$ cat config.mk
export PLATFORM = sky130hd
export DESIGN_NAME = cache_wr_sequencer
export DESIGN_NICKNAME = d
export VERILOG_FILES = /design/src/rtl/cache_wr_sequencer.sv
export SDC_FILE = /design/constraint.sdc
export NUM_CORES = 1
export LEC_CHECK = 0
export BUFFER_PORTS_ARGS = -buffer_cell sky130_fd_sc_hd__buf_4
export CAP_MARGIN = 10
export CORE_MARGIN = 2
export CORE_UTILIZATION = 50
export CTS_CLUSTER_SIZE = 12
export DETAILED_ROUTE_END_ITERATION = 12
export PLACE_DENSITY = 0.79
export SYNTH_ARGS = -nofsm -noshare
export SYNTH_HDL_FRONTEND = slang
export SYNTH_SLANG_ARGS = --single-unit
$ cat constraint.sdc
create_clock -name wrclock -period 6.2 [get_ports wrclock]
set_clock_uncertainty 0.05 [all_clocks]
set_input_delay 1.24 -clock wrclock [delete_from_list [all_inputs] [get_ports wrclock]]
set_output_delay 1.24 -clock wrclock [all_outputs]
set_load 0.03 [all_outputs]
$ cat src/rtl/cache_wr_sequencer.sv
// cache_wr_sequencer: steers USB3 read words into a two-page (2 x 128 word)
// cache RAM. Each burst starts with an optional header word that selects
// pack_type; the burst body is written to the current page and the page is
// closed (pkt_valid) when the burst ends or the page fills. Full pages are
// handed back by the reader through rd_release.
// Optional feature: define CACHE_WR_STATS_EN to add the drop_count output.
//
// Handshake: a word is offered when usb_rd_state == 6 (rd_active) and is
// always accepted that cycle; there is no back-pressure. Words that find no
// free page are dropped and flagged through the sticky overflow bit.
module cache_wr_sequencer (
    input  logic        wrclock,
    input  logic        rst_n,
    input  logic [3:0]  usb_rd_state,
    input  logic [31:0] data,
    input  logic        rd_release,
    input  logic        rd_page,
    output logic        wren,
    output logic [7:0]  wraddress,
    output logic [31:0] wrdata,
    output logic        pkt_valid,
    output logic        pkt_page,
    output logic [7:0]  pkt_len,
    output logic [3:0]  pack_type,
    output logic [1:0]  page_full,
    output logic        overflow,
`ifdef CACHE_WR_STATS_EN
    output logic [15:0] drop_count,
`endif
    output logic [2:0]  dbg_state
);

    // HDR is never held for a cycle: header evaluation happens in the IDLE
    // cycle that sees the first word. The encoding is kept so dbg_state
    // values stay stable for anything decoding them.
    typedef enum logic [2:0] {
        IDLE  = 3'd0,
        HDR   = 3'd1,
        BURST = 3'd2,
        DROP  = 3'd3,
        CLOSE = 3'd4
    } state_t;

    state_t      state;
    logic        cur;
    logic [7:0]  offset;
    logic [3:0]  cur_type;

    logic        rd_active;
    logic        hdr_match;
    logic [3:0]  hdr_type;
    logic        full_close;
    logic        close_now;
    logic        drop_now;
    logic [1:0]  set_mask;
    logic [1:0]  rel_mask;

    assign dbg_state = state;

    // Decode the incoming word and the page bookkeeping events of this cycle.
    always_comb begin
        rd_active  = (usb_rd_state == 4'd6);
        hdr_match  = ((data & 32'hFF0000FF) == 32'hFF0000FF);
        case (data[23:8])
            16'h0000: hdr_type = 4'd1;
            16'h000A: hdr_type = 4'd2;
            16'h0014: hdr_type = 4'd3;
            default:  hdr_type = 4'hF;
        endcase
        full_close = (state == BURST) && rd_active && (offset == 8'd127);
        close_now  = (state == CLOSE) || full_close;
        drop_now   = rd_active &&
                     (((state == IDLE) && page_full[cur]) || (state == DROP));
        set_mask   = 2'b00;
        if (close_now) set_mask = cur ? 2'b10 : 2'b01;
        rel_mask   = 2'b00;
        if (rd_release) rel_mask = rd_page ? 2'b10 : 2'b01;
    end

    // Sequencer FSM with registered RAM write port and packet descriptor.
    always_ff @(posedge wrclock or negedge rst_n) begin
        if (!rst_n) begin
            state     <= IDLE;
            cur       <= 1'b0;
            offset    <= 8'd0;
            cur_type  <= 4'd0;
            wren      <= 1'b0;
            wraddress <= 8'd0;
            wrdata    <= 32'd0;
            pkt_valid <= 1'b0;
            pkt_page  <= 1'b0;
            pkt_len   <= 8'd0;
            pack_type <= 4'd0;
            page_full <= 2'b00;
            overflow  <= 1'b0;
        end else begin
            wren      <= 1'b0;
            pkt_valid <= 1'b0;
            // A set and a release of the same page collide: set wins.
            page_full <= (page_full & ~rel_mask) | set_mask;
            if (drop_now) overflow <= 1'b1;

            case (state)
                IDLE: begin
                    if (rd_active) begin
                        if (page_full[cur]) begin
                            state <= DROP;
                        end else begin
                            state <= BURST;
                            if (hdr_match) begin
                                cur_type <= hdr_type;
                                offset   <= 8'd0;
                            end else begin
                                // No header: the word is payload at offset 0.
                                cur_type  <= 4'hE;
                                wren      <= 1'b1;
                                wraddress <= {cur, 7'd0};
                                wrdata    <= data;
                                offset    <= 8'd1;
                            end
                        end
                    end
                end
                BURST: begin
                    if (rd_active) begin
                        wren      <= 1'b1;
                        wraddress <= {cur, offset[6:0]};
                        wrdata    <= data;
                        // Page just filled: any further words of this burst
                        // are discarded in DROP until rd_active falls.
                        if (full_close) state <= DROP;
                        else            offset <= offset + 8'd1;
                    end else begin
                        state <= CLOSE;
                    end
                end
                DROP: begin
                    if (!rd_active) state <= IDLE;
                end
                CLOSE: begin
                    state <= IDLE;
                end
                default: begin
                    state <= IDLE;
                end
            endcase

            if (close_now) begin
                pkt_valid <= 1'b1;
                pkt_page  <= cur;
                pkt_len   <= full_close ? 8'd128 : offset;
                pack_type <= cur_type;
                cur       <= ~cur;
                offset    <= 8'd0;
            end
        end
    end

`ifdef CACHE_WR_STATS_EN
    // Saturating count of words discarded for lack of a free page.
    always_ff @(posedge wrclock or negedge rst_n) begin
        if (!rst_n) begin
            drop_count <= 16'd0;
        end else if (drop_now && (drop_count != 16'hFFFF)) begin
            drop_count <= drop_count + 16'd1;
        end
    end
`endif

endmodule

Yosys cells after proc, flatten, opt, wreduce, memory -nomap -nowiden:

Cells that the tools add are included.

* bits of input ports: 40
* word-level logic and storage cells: 90
* register bits after elaboration: 74
* output and inout port bits: 61

* mux-type cells: 38
* order comparisons: 1
* bitwise logic cells: 5
* reductions and logical operators: 14
* add/subtract/negate cells: 1
* equal/unequal tests: 18

Operator list (number)
* $mux W32: 4
* $mux W8: 10
* $pmux W32 S2: 1
* $pmux W8 S2: 2
* $eq A16 B16 Y1 const B: 1
* $eq A16 B4 Y1 const B: 1
* $eq A16 B5 Y1 const B: 1
* $logic_not A16 Y1: 1
* $ne A3 B3 Y1 const B: 5
* $mux W3: 4
* $pmux W4 S3: 1
* $ne A2 B2 Y1 const B: 5
* $reduce_and A5 Y1: 2
* $mux W1: 9
* $pmux W3 S3: 1
* $add A8 B1 Y8 const B: 1
* $eq A8 B7 Y1 const B: 1
* $mux W2: 4
* $eq A3 B2 Y1 const B: 2
* $reduce_and A3 Y1: 2
* $eq A4 B3 Y1 const B: 1
* $logic_and A1 B1 Y1: 4
* $mux W4: 1
* $eq A3 B3 Y1 const B: 1
* other kinds (10): 12

Logic depth before layout (Yosys ltp):

* word-level depth: 7
* gate-level depth with buffers: 8
* mapped depth without buffers: 7

Worst setup path before layout:

OpenSTA, ideal clock, no wires.

* path type: input -> register
* start: input usb_rd_state[3]
* end: register wrdata[10]
* stages: 5
* required time: 6.025 ns
* library setup time: 0.125 ns
* path buffers: 1
* arrival time: 2.592 ns
* slack: 3.433 ns
* path through: and4bb_2 -> nand4b_1 -> o21ai_2 -> buf_4 -> mux2_2

* word-level cells in the longest chain between the ends: 3
* elaborated cells between the ends (all ways): 4
* classes of those cells: 3 x eq/ne; 1 x reduce/logical

RTL lines
* from (decl): line 14 `input logic [3:0] usb_rd_state,`
* $eq A4 B3 Y1 *: line 62 `rd_active = (usb_rd_state == 4'd6);`
* $ne A2 B2 Y1 (no line)
* $reduce_and A5 Y1 (no line) *
* to (signal assigned): line 118 `wrdata <= data;`
* to (signal assigned): line 128 `wrdata <= data;`
* to (decl): line 20 `output logic [31:0] wrdata,`

Every way passes the cells marked *; elsewhere a longest branch is shown, timed or not.
A chain may end at the register's enable or synchronous reset.

Worst setup path in the final report:

* start: input usb_rd_state[3]
* end: register wrdata[26]

The elaborated chain is that of the path after synthesis.

==> impl_metrics.py <==
metrics = {
    "placement": {
        "dp_hpwl_um": 5020,
        "dpl_cell_area_um2": 3910,
        "port_buffers": 100,
        "gp_congestion": 0.853,
    },
    "floorplan": {
        "dieWidth_um": 83.3,
        "num_rows": 28,
        "die_area_um2": 6930,
        "io_pins": 101,
        "die_h_um": 83.3,
        "core_um2": 5990,
        "initial_core_util_pct": 52.4,
    },
    "global_route": {
        "first_global_vias": 2376,
        "met1_usage_pct": 26.4,
        "use_met2_pct": 31.3,
        "busiest_layer": "met2",
        "antenna_found_initial": 0,
        "grt_max_degree": 73,
        "gr-usage-all-layers_pct": 20.9,
        "use_met3_pct": 9.64,
        "grt_pass1_wl_um": 11600,
        "overflow": 0,
    },
    "sta": {
        "post-route-period-util_pct": 49.8,
        "layout_min_cycle_time_ns": 3.09,
        "drv_slew": 0,
        "rsz0062_at_grt": "no",
        "finalSetupViolCount": 0,
        "setup_tns_ns": 0,
        "hold_violations": 0,
        "holdWs_ns": 0.436,
        "fmax_mhz": 324,
        "worst_pin_slew_ns": 1.02,
        "relSlewSlack_pct": 31.9,
    },
    "route": {
        "drt_iter0_drc": 163,
        "via_count": 2413,
        "drc": 0,
        "detail-route-antenna-nets": 0,
        "viasPerCell": 5.51,
        "dr.pass1.iters": 4,
        "wire_per_inst_um": 16.2,
        "drt-total-wl_um": 7100,
    },
    "min_path": {
        "hold_path.class": "flip-flop to flip-flop",
        "whs_path_depth": 1,
        "hold_end": "cur_type[1]$_DFFE_PN0P_",
        "hp-start": "cur_type[1]$_DFFE_PN0P_",
    },
    "synth": {
        "synth_ff_type": "dfrtp_1",
        "ys_warn_count": 0,
        "netlist_area_um2": 3140,
        "syn_area_per_cell_um2": 12.1,
        "syn_inst": 260,
        "ys_types": 51,
        "synth_edf_count": 0,
        "synthArstFlopShare_pct": 100,
        "syn-num-nets": 301,
        "ys_ff_latch": 72,
        "seq_area_frac_synth_pct": 57.3,
    },
    "cts": {
        "insertion_delay_ns": 0.34,
        "cts-root-buf": "clkbuf_8",
        "clock_path_buffers": 2,
        "cts.repair.resized": 0,
        "postCtsSetupBuffers": 0,
        "postCtsHoldBufs": 0,
        "cts_num_sinks": 72,
        "clkTransAtPathRegs_ns": 0.08,
        "cts_tree": "built",
        "cts_max_level": 3,
        "cts_buffers": 9,
    },
    "worst_setup_path": {
        "cp_slowest_stage_delay_ns": 0.88,
        "worst_ep_arrival_time_ns": 3.27,
        "worst-path-buf-inv": 1,
        "crit_path_end_kind": "flip-flop",
        "reg2reg_to": "wrdata[26]$_DFFE_PN0P_",
        "r2r-start": "cur$_DFFE_PN0P_",
        "path_cells": "buf_4 > and4bb_2 > nand4b_1 > o21ai_4 > mux2_2",
        "ff2ff_path_depth": 4,
        "slowest_stage": "o21ai_4",
        "cp-start-kind": "input pin",
        "path_class": "input pin to flip-flop",
        "path_max_fanout": 34,
        "crit_required_ns": 6.38,
        "cp_top_family": "compound AO/OA/AOI/OAI gates",
        "rrSetupSlack_ns": 3.50,
    },
    "run": {
        "max_cap_viol_count": 0,
    },
    "final_layout": {
        "syn2layout_area_growth_pct": 32.6,
        "drive_above_1_share_pct": 44.9,
        "design_area_um2": 4170,
        "finalNetCount": 399,
        "num_antenna_cells": 0,
    },
    "outcome": {
        "outcome": "complete, no violations",
    },
    "pwr": {
        "peakVddDrop_mv": 0.264,
        "p_leak_nw": 1.96,
        "power_density_nw_per_um2": 397,
    },
}
-- worst register-to-register path: cells and delay by family, from the launching register on --
| family | cells | cell delay, ns |
|---|---|---|
| compound gates | 1 | 0.88 |
| flops | 1 | 0.48 |
| mux | 2 | 0.87 |
| simple gates | 1 | 0.31 |
-- flip-flops by register name (all words and copies together), names as in the netlist --
signal / count
cur: 1
wren: 1
wraddress: 8
pkt_len: 8
offset: 8
pkt_valid: 1
pkt_page: 1
overflow: 1
cur_type: 3
page_full: 2
pack_type: 3
wrdata: 32
dbg_state: 3
-- through the flow --
step | total power (W) | worst slack, ns | cells | util (%)
2_1_floorplan | 0.000970 | 3.43 | 260 | -
3_3_place_gp | 0.00118 | 2.76 | 422 | 65.3
3_5_place_dp | 0.00120 | 2.75 | 422 | 65.3
4_1_cts | 0.00167 | 3.13 | 438 | 69.5
5_1_grt | 0.00173 | 3.01 | 438 | 69.5
6_report | 0.00165 | 3.11 | 438 | 69.5
-- worst max path at each step --
stage / slack (ns) / endpoint / startpoint / cells after the start
after floorplan: 3.43 / wrdata[10]$_DFFE_PN0P_ / usb_rd_state[3] / 5
after global placement: 2.76 / wrdata[19]$_DFFE_PN0P_ / usb_rd_state[3] / 5
after detailed placement: 2.75 / wrdata[26]$_DFFE_PN0P_ / usb_rd_state[3] / 5
after CTS: 3.13 / wrdata[28]$_DFFE_PN0P_ / usb_rd_state[3] / 5
after global routing: 3.01 / wrdata[12]$_DFFE_PN0P_ / usb_rd_state[3] / 5
final: 3.11 / wrdata[26]$_DFFE_PN0P_ / usb_rd_state[3] / 5
-- Yosys cell counts (all sizes together) (2+ instances only) --
master / count / area share [%]
nand2: 37 / 4.4
xor2: 2 / 0.56
a21oi: 11 / 1.8
and3: 2 / 0.40
or3b: 2 / 0.56
mux2: 39 / 14
buf: 7 / 1.9
nor2: 12 / 1.7
o22ai: 3 / 0.60
nor4: 7 / 2.1
a31oi: 3 / 0.60
o211ai: 2 / 0.48
dfrtp: 72 / 57
inv: 5 / 0.76
nand4: 7 / 1.4
nand3b: 2 / 0.48
nor3: 5 / 0.80
o21ai: 8 / 1.4
mux2i: 4 / 1.3
and2: 2 / 0.40
clkbuf: 6 / 0.72
-- layout by cell type (no fill, tap or decap), types with 3 or more instances in the layout --
cell / count
mux2i_1: 4
bufinv_16: 3
inv_1: 4
dfrtp_1: 72
o22ai_1: 3
nor3_1: 5
mux2_4: 4
nand2_1: 37
a31oi_1: 3
mux2_2: 35
a21oi_1: 11
nor4_1: 5
buf_4: 100
nand4_1: 7
nor2_1: 11
o21ai_0: 7
clkbuf_8: 11
-- layout make-up --
type                            instances  area (um^2)
Fill cell                             459         1830
Sequential cell                        72         1800
Multi-Input combinational cell        170         1240
Timing Repair Buffer                  100          751
Clock buffer                           11          151
Clock inverter                          5          103
Tap cell                               75         93.8
Inverter                                5         23.8
-- per-layer routing --
metal / wire [um] / vias up
met1: 2950 / 1167
li1: - / 1131
met5: 0 / -
met3: 755 / 10
met2: 3270 / 105
met4: 131 / 0
-- power breakdown --
part           internal (W)  switching [W]  total (W)  leakage [nW]
registers          0.000576      0.0000699   0.000646         0.909
logic              0.000230       0.000313   0.000543         0.928
clock network      0.000289       0.000177   0.000466         0.126
-- cells by family after synthesis --
family	Yosys count	synth area share, %
xor gates and xnor gates	2	0.558
muxes	43	15.7
AOI/OAI and AO/OA	39	8.08
DFF	72	57.3
buffers and inverters	18	3.39
adders and majority gates	1	0.398
and+or+nand+nor	85	14.5
(Power assumes the default switching activity.)
